`src/rtl/gcm_block_feeder_if.sv`:
```
// Word-stream input, tag-ready strobe and packed-block output of the GCM block feeder.
interface gcm_block_feeder_if;
    logic         s_valid;
    logic         s_ready;
    logic [31:0]  s_data;
    logic         s_first;
    logic         s_last;
    logic [288:0] s_bypass;
    logic         i_tag_ready;
    logic [0:127] o_plain_text;
    logic [288:0] o_bypass_text;
    logic         o_valid;
    logic         o_new;
    logic         o_last;
    logic         o_err;
    logic [15:0]  o_msg_count;

    modport master (
        output s_valid, s_data, s_first, s_last, s_bypass, i_tag_ready,
        input  s_ready, o_plain_text, o_bypass_text, o_valid, o_new, o_last, o_err, o_msg_count
    );

    modport slave (
        input  s_valid, s_data, s_first, s_last, s_bypass, i_tag_ready,
        output s_ready, o_plain_text, o_bypass_text, o_valid, o_new, o_last, o_err, o_msg_count
    );
endinterface

```
`src/rtl/gcm_block_feeder.sv`:
```
// Packs 32-bit message words into zero-padded 128-bit GCM blocks with new/last/bypass sideband.
// Block is emitted one cycle after its completing word; one-cycle bubble per block.
// s_ready drops during the emit bubble and while waiting for the tag of the finished message.
module gcm_block_feeder #(
    parameter int WORDS_PER_BLOCK = 4,
    parameter int TAG_TIMEOUT     = 1024
) (
    input  logic              clk,
    input  logic              rst,
    gcm_block_feeder_if.slave bus
);
    localparam int            TW        = $clog2(TAG_TIMEOUT);
    localparam logic [1:0]    LANE_LAST = 2'(WORDS_PER_BLOCK - 1);
    localparam logic [TW-1:0] TMO_LAST  = TW'(TAG_TIMEOUT - 1);

    typedef enum logic [1:0] {IDLE, FILL, EMIT, WAIT_TAG} state_t;
    typedef logic [0:3][31:0] blk_t;

    state_t        state_q, state_d;
    logic [1:0]    lane_q, lane_d;
    blk_t          buf_q, buf_d;
    logic          first_q, first_d;
    logic [TW-1:0] timer_q, timer_d;
    logic          ready_q, ready_d;
    logic          valid_q, valid_d;
    logic          new_q, new_d;
    logic          last_q, last_d;
    logic          err_q, err_d;
    blk_t          plain_q, plain_d;
    logic [288:0]  byp_q, byp_d;
    logic [15:0]   cnt_q, cnt_d;

    logic          xfer;
    logic          take;
    logic [1:0]    lane;
    blk_t          blk;

    assign xfer = bus.s_valid && ready_q;

    always_comb begin
        state_d = state_q;
        lane_d  = lane_q;
        buf_d   = buf_q;
        first_d = first_q;
        timer_d = timer_q;
        valid_d = 1'b0;
        new_d   = 1'b0;
        last_d  = 1'b0;
        plain_d = plain_q;
        byp_d   = byp_q;
        err_d   = err_q;
        cnt_d   = cnt_q;
        take    = 1'b0;
        lane    = lane_q;
        blk     = buf_q;

        case (state_q)
            IDLE, FILL: begin
                if (xfer) begin
                    if (bus.s_first) begin
                        // A first word inside a message drops the partial block and restarts from here
                        err_d   = err_q | (state_q == FILL);
                        byp_d   = bus.s_bypass;
                        first_d = 1'b1;
                        lane    = '0;
                        blk     = '0;
                        take    = 1'b1;
                    end else if (state_q == FILL) begin
                        take = 1'b1;
                    end else begin
                        err_d = 1'b1;
                    end
                end
                if (take) begin
                    blk[lane] = bus.s_data;
                    if (bus.s_last || (lane == LANE_LAST)) begin
                        state_d = EMIT;
                        valid_d = 1'b1;
                        new_d   = first_d;
                        last_d  = bus.s_last;
                        plain_d = blk;
                        first_d = 1'b0;
                        lane_d  = '0;
                        buf_d   = '0;
                    end else begin
                        state_d = FILL;
                        lane_d  = lane + 2'd1;
                        buf_d   = blk;
                    end
                end
            end
            EMIT: begin
                timer_d = '0;
                state_d = last_q ? WAIT_TAG : FILL;
            end
            WAIT_TAG: begin
                // Tag arriving on the expiry cycle still counts as success
                if (bus.i_tag_ready) begin
                    cnt_d   = cnt_q + 16'd1;
                    state_d = IDLE;
                end else if (timer_q == TMO_LAST) begin
                    err_d   = 1'b1;
                    state_d = IDLE;
                end else begin
                    timer_d = timer_q + TW'(1);
                end
            end
            default: state_d = IDLE;
        endcase

        ready_d = (state_d == IDLE) || (state_d == FILL);
    end

    always_ff @(posedge clk) begin
        if (rst) begin
            state_q <= IDLE;
            lane_q  <= '0;
            buf_q   <= '0;
            first_q <= 1'b0;
            timer_q <= '0;
            ready_q <= 1'b0;
            valid_q <= 1'b0;
            new_q   <= 1'b0;
            last_q  <= 1'b0;
            err_q   <= 1'b0;
            plain_q <= '0;
            byp_q   <= '0;
            cnt_q   <= '0;
        end else begin
            state_q <= state_d;
            lane_q  <= lane_d;
            buf_q   <= buf_d;
            first_q <= first_d;
            timer_q <= timer_d;
            ready_q <= ready_d;
            valid_q <= valid_d;
            new_q   <= new_d;
            last_q  <= last_d;
            err_q   <= err_d;
            plain_q <= plain_d;
            byp_q   <= byp_d;
            cnt_q   <= cnt_d;
        end
    end

    assign bus.s_ready       = ready_q;
    assign bus.o_valid       = valid_q;
    assign bus.o_new         = new_q;
    assign bus.o_last        = last_q;
    assign bus.o_err         = err_q;
    assign bus.o_plain_text  = plain_q;
    assign bus.o_bypass_text = byp_q;
    assign bus.o_msg_count   = cnt_q;
endmodule

```
`src/flat_wrapper.sv`:
```
// flat-port wrapper written by rule: the top's interface ports become plain ports
module gcm_block_feeder_flat 
#(
    parameter int WORDS_PER_BLOCK = 4,
    parameter int TAG_TIMEOUT     = 1024
)
  (clk, rst, bus_s_valid, bus_s_data, bus_s_first, bus_s_last, bus_s_bypass, bus_i_tag_ready, bus_s_ready, bus_o_plain_text, bus_o_bypass_text, bus_o_valid, bus_o_new, bus_o_last, bus_o_err, bus_o_msg_count);
  gcm_block_feeder_if bus_i ();
  input  logic clk;
  input  logic rst;
  input wire logic [$bits(bus_i.s_valid)-1:0] bus_s_valid;
  input wire logic [$bits(bus_i.s_data)-1:0] bus_s_data;
  input wire logic [$bits(bus_i.s_first)-1:0] bus_s_first;
  input wire logic [$bits(bus_i.s_last)-1:0] bus_s_last;
  input wire logic [$bits(bus_i.s_bypass)-1:0] bus_s_bypass;
  input wire logic [$bits(bus_i.i_tag_ready)-1:0] bus_i_tag_ready;
  output wire logic [$bits(bus_i.s_ready)-1:0] bus_s_ready;
  output wire logic [$bits(bus_i.o_plain_text)-1:0] bus_o_plain_text;
  output wire logic [$bits(bus_i.o_bypass_text)-1:0] bus_o_bypass_text;
  output wire logic [$bits(bus_i.o_valid)-1:0] bus_o_valid;
  output wire logic [$bits(bus_i.o_new)-1:0] bus_o_new;
  output wire logic [$bits(bus_i.o_last)-1:0] bus_o_last;
  output wire logic [$bits(bus_i.o_err)-1:0] bus_o_err;
  output wire logic [$bits(bus_i.o_msg_count)-1:0] bus_o_msg_count;
  assign bus_i.s_valid = bus_s_valid;
  assign bus_i.s_data = bus_s_data;
  assign bus_i.s_first = bus_s_first;
  assign bus_i.s_last = bus_s_last;
  assign bus_i.s_bypass = bus_s_bypass;
  assign bus_i.i_tag_ready = bus_i_tag_ready;
  assign bus_s_ready = bus_i.s_ready;
  assign bus_o_plain_text = bus_i.o_plain_text;
  assign bus_o_bypass_text = bus_i.o_bypass_text;
  assign bus_o_valid = bus_i.o_valid;
  assign bus_o_new = bus_i.o_new;
  assign bus_o_last = bus_i.o_last;
  assign bus_o_err = bus_i.o_err;
  assign bus_o_msg_count = bus_i.o_msg_count;
  gcm_block_feeder #(.WORDS_PER_BLOCK(WORDS_PER_BLOCK), .TAG_TIMEOUT(TAG_TIMEOUT)) u_core (.clk(clk), .rst(rst), .bus(bus_i));
endmodule
```
`config.mk`:
```
export PLATFORM = sky130hd
export DESIGN_NAME = gcm_block_feeder_flat
export DESIGN_NICKNAME = d
export VERILOG_FILES = /design/src/rtl/gcm_block_feeder_if.sv /design/src/rtl/gcm_block_feeder.sv /design/src/flat_wrapper.sv
export SDC_FILE = /design/constraint.sdc
export NUM_CORES = 1
export LEC_CHECK = 0
export ABC_CLOCK_PERIOD_IN_PS = 2200
export CAP_MARGIN = 25
export CELL_PAD_IN_SITES_DETAIL_PLACEMENT = 1
export CELL_PAD_IN_SITES_GLOBAL_PLACEMENT = 1
export CORE_AREA = 10 10 290 292
export CTS_CLUSTER_SIZE = 12
export DETAILED_ROUTE_END_ITERATION = 8
export DIE_AREA = 0 0 300 302
export PLACE_DENSITY = 0.71
export SLEW_MARGIN = 20
export SYNTH_ARGS = -nofsm -noshare
export SYNTH_HDL_FRONTEND = slang
export SYNTH_SLANG_ARGS = --single-unit
```
`constraint.sdc`:
```
create_clock -name clk -period 2.2 [get_ports clk]
set_input_delay 0.22 -clock clk [delete_from_list [all_inputs] [get_ports clk]]
set_output_delay 0.22 -clock clk [all_outputs]
set_load 0.1 [all_outputs]
```
==> summary.md <==
| Metric | Value |
|---|---|
| Std-Cell Rows | 103 |
| Vias after detailed routing | 20948 |
| Sw frac | 0.297 |
| Die ar. | 90600 um^2 |
| DRC viols | 0 |
| Unrepaired setup endpoints after global routing | false |
| Clk_skew | 0.0247 ns |
| Ys async rst share | 0 |
| Crit path max-delay cell type | o21ai_0 |
| Vias per cell | 4.80 |
| GPL Wtd Cong | 0.860 |
| Fin crit share | 0.932 |
| I/O pins | 765 |
| Area Growth Syn to Fin | 50.6% |
| Post-synth top cells | nand2_1, dfxtp_1, a21oi_1 |
| Detailed-placement wirelength estimate | 75800 um |
| Register share of total power | 0.416 |
| WP buf/inv | 2 |
| Antenna violations before repair | 26 |
| All-Layer GR Usage | 0.208 |
| Leading area contributor after synthesis | dfxtp_1 |
| Multi-input logic area | 8860 um^2 |
| CP Cell Sequence | nand3_4 -> and2_4 -> inv_1 -> ha_2 -> buf_4 -> nand2b_1 -> o21ai_0 -> a22oi_1 -> nor2_1 |
| Placed inst area | 29700 um^2 |
| Starting Density | 0.271 |
| Max Freq | 0.488 GHz |
| Slew of the pin with the lowest slew margin | 0.819 ns |
| Most common cell in the netlist | nand2_1 |
| Endpoints failing setup | 0 |
| PD cells | 817 nW/um^2 |
| First-pass GRT wire length | 144000 um |
| Worst-path clk slew | 0.06 ns |
| Status | finished, final reports clean |
| Nets | 3587 |
| Worst vdd ir | 0.578 mV |
| Critical path data required time | 2.75 ns |
| Number of synthesis warnings | 0 |
| Clk_lat worst skew | 0.61 ns |
| Die H | 302 um |
| Final Cell Area | 32000 um^2 |
| CP top delay family | compound AO/OA/AOI/OAI gates |
| Mapped Area | 21300 um^2 |
| P_sw | 7.77 mW |
| Syn Area/Cell | 8.45 um^2 |
| Rel. slew slack | 0.454 |
| P_leak | 12.4 nW |
| Pint | 18.4 mW |
| Dominant synthesized flop cell | dfxtp_1 |
| Clk root buf | clkbuf_16 |
| Post-layout min period | 2.05 ns |
| Largest net degree at the start of global routing | 150 |
| Fill count | 9211 |
| Inserted Clock Buffers | 70 |
| Logic pwr share | 0.146 |
| Final WL | 100000 um |
| Worst Setup Start Kind | register |
| Clock power frac | 0.438 |
| Remaining global-route overflow | 0 |
| CTS tree | done |
| Port bufs | 764 |
| Area contributors post-synth | dfxtp_1, nand2_1, a21oi_1 |
| Placeable Area | 78400 um^2 |
| Arr. time, crit path | 2.60 ns |
| DR WL/cell | 22.9 um |
| CTS Sinks | 581 |
| Layout cells sized above 1 | 0.211 |
| Worst Hold Class | in2reg |
| Synth Instances | 2517 |
| Overall power | 26.2 mW |
| Setup bufs post-CTS | 0 |
| Die width | 300 um |
| Max clock buf depth | 3 |
| Number of synthesized flops with an enable pin | 0 |
| Post-synthesis sequential area ratio | 0.547 |
| Worst-path maximum fanout | 14 |
| CP Capture Type | register |
| Post-synth top area share | 0.547 |
| Hold Violations, Final | 0 |
| Netlist cell types | 48 |
| Max-Cap Viols | 0 |
| Post-DRT Antenna Nets | 0 |
| Initial DRC Count | 1150 |
| Crit path largest cell delay | 0.47 ns |
| Syn Nets | 2850 |
| 1st-pass router iterations | 5 |
| Flip-flop and latch area | 11600 um^2 |
| H-tree depth | 3 |
| Critical setup path kind | reg2reg |
| Seq cells post-synth | 581 |
| Max-slew violations | 0 |
| Number of global-route vias before repair | 21134 |
through the flow:
step | hold slack [ns] | instances | setup TNS [ns] | utilization | worst slack, ns
floorplan | 0.342 | 2517 | 0 | - | 0.00106
global placement | 0.442 | 4231 | -29.86 | 0.380 | -0.187
detailed placement | 0.446 | 4231 | -38.27 | 0.380 | -0.209
CTS | 0.109 | 4359 | 0 | 0.409 | 0.169
global route | 0.128 | 4364 | 0 | 0.409 | 0.0338
finish | 0.146 | 4367 | 0 | 0.409 | 0.149
layout make-up:
type | instances | share of cell area
sequential | 581 | 0.364
multi-input combinational | 1722 | 0.276
timing repair buffer | 875 | 0.247
clock buffer | 98 | 0.0617
tap | 1050 | 0.0410
clock inverter | 29 | 0.00906
antenna | 8 | 0.000625
inverter | 4 | 0.000469
placed cells by master, fill, tap and decap left out, types with 3 or more instances in the layout:
master	Yosys	final
a211oi_1	32	32
a21oi_1	299	299
a221o_1	5	5
a22o_1	101	101
a22oi_1	127	127
and2_1	35	34
buf_12	0	42
buf_4	0	506
clkbuf_1	162	17
clkbuf_16	0	71
clkbuf_8	0	10
clkdlybuf4s50_1	0	325
clkinv_2	0	17
dfxtp_1	581	569
dfxtp_2	0	11
diode_2	0	8
ha_2	0	4
inv_1	4	4
nand2_1	686	685
nand2b_1	97	97
nand3_1	13	12
nand4_1	4	4
nor2_1	148	144
nor2_2	1	3
nor3_1	10	9
nor4_1	3	3
o21a_1	5	5
o21ai_0	100	100
o31ai_1	3	3
or3_1	6	6
or4_1	3	3
xnor2_1	6	6
xor2_1	5	5
worst paths after layout:
check,start,end,slack [ns],cells after the start
max reg2reg,u_core.bus.s_ready$_SDFF_PP0_,u_core.buf_q[69]$_SDFFE_PP0P_,0.15,9
max,u_core.bus.s_ready$_SDFF_PP0_,u_core.buf_q[69]$_SDFFE_PP0P_,0.15,9
min reg2reg,u_core.bus.o_bypass_text[260]$_SDFFE_PP0P_,u_core.bus.o_bypass_text[260]$_SDFFE_PP0P_,0.45,2
min,bus_s_bypass[105],u_core.bus.o_bypass_text[105]$_SDFFE_PP0P_,0.15,3
timing repair:
action                                 CTS  global route
hold buffers                             1             0
endpoints found under the hold margin    9             0
resized for setup                        0             0
cells by family after synthesis:
group           synth area share
simple gates               0.205
compound gates             0.199
flops                      0.547
buf+inv                   0.0403
xor+xnor                 0.00453
fa+ha+maj                0.00353
mux                      0.00100
worst min-delay path: stages:
cell and delay [ns]:
clkdlybuf4s50_1 0.40, nand2_1 0.05, a21oi_1 0.05
power by group through the flow:
| stage | clock network, mW | logic (mW) | registers [mW] |
|---|---|---|---|
| finish | 11.5 | 3.82 | 10.9 |
| floorplan | 0 | 0.722 | 12.7 |
| CTS | 11.8 | 3.85 | 10.9 |
| detailed placement | 0 | 3.83 | 11.1 |
| global placement | 0 | 3.82 | 11.1 |
| global route | 12.2 | 3.99 | 10.9 |
metal layers:
metal | up-vias | share of wire | GRT usage
met5 | - | 0.0020 | 0
met4 | 30 | 0.030 | 0.0686
met3 | 168 | 0.077 | 0.0670
met2 | 640 | 0.48 | 0.346
met1 | 10112 | 0.41 | 0.251
li1 | 9998 | - | -
state kept, by name (all words and copies together), names as in the netlist, 2 cells and up:
signal / count
u_core.buf_q: 128
u_core.bus.o_bypass_text: 289
u_core.bus.o_msg_count: 16
u_core.bus.o_plain_text: 128
u_core.lane_q: 2
u_core.state_q: 2
u_core.timer_q: 10
Note: power is estimated with default switching activity, not from simulation.
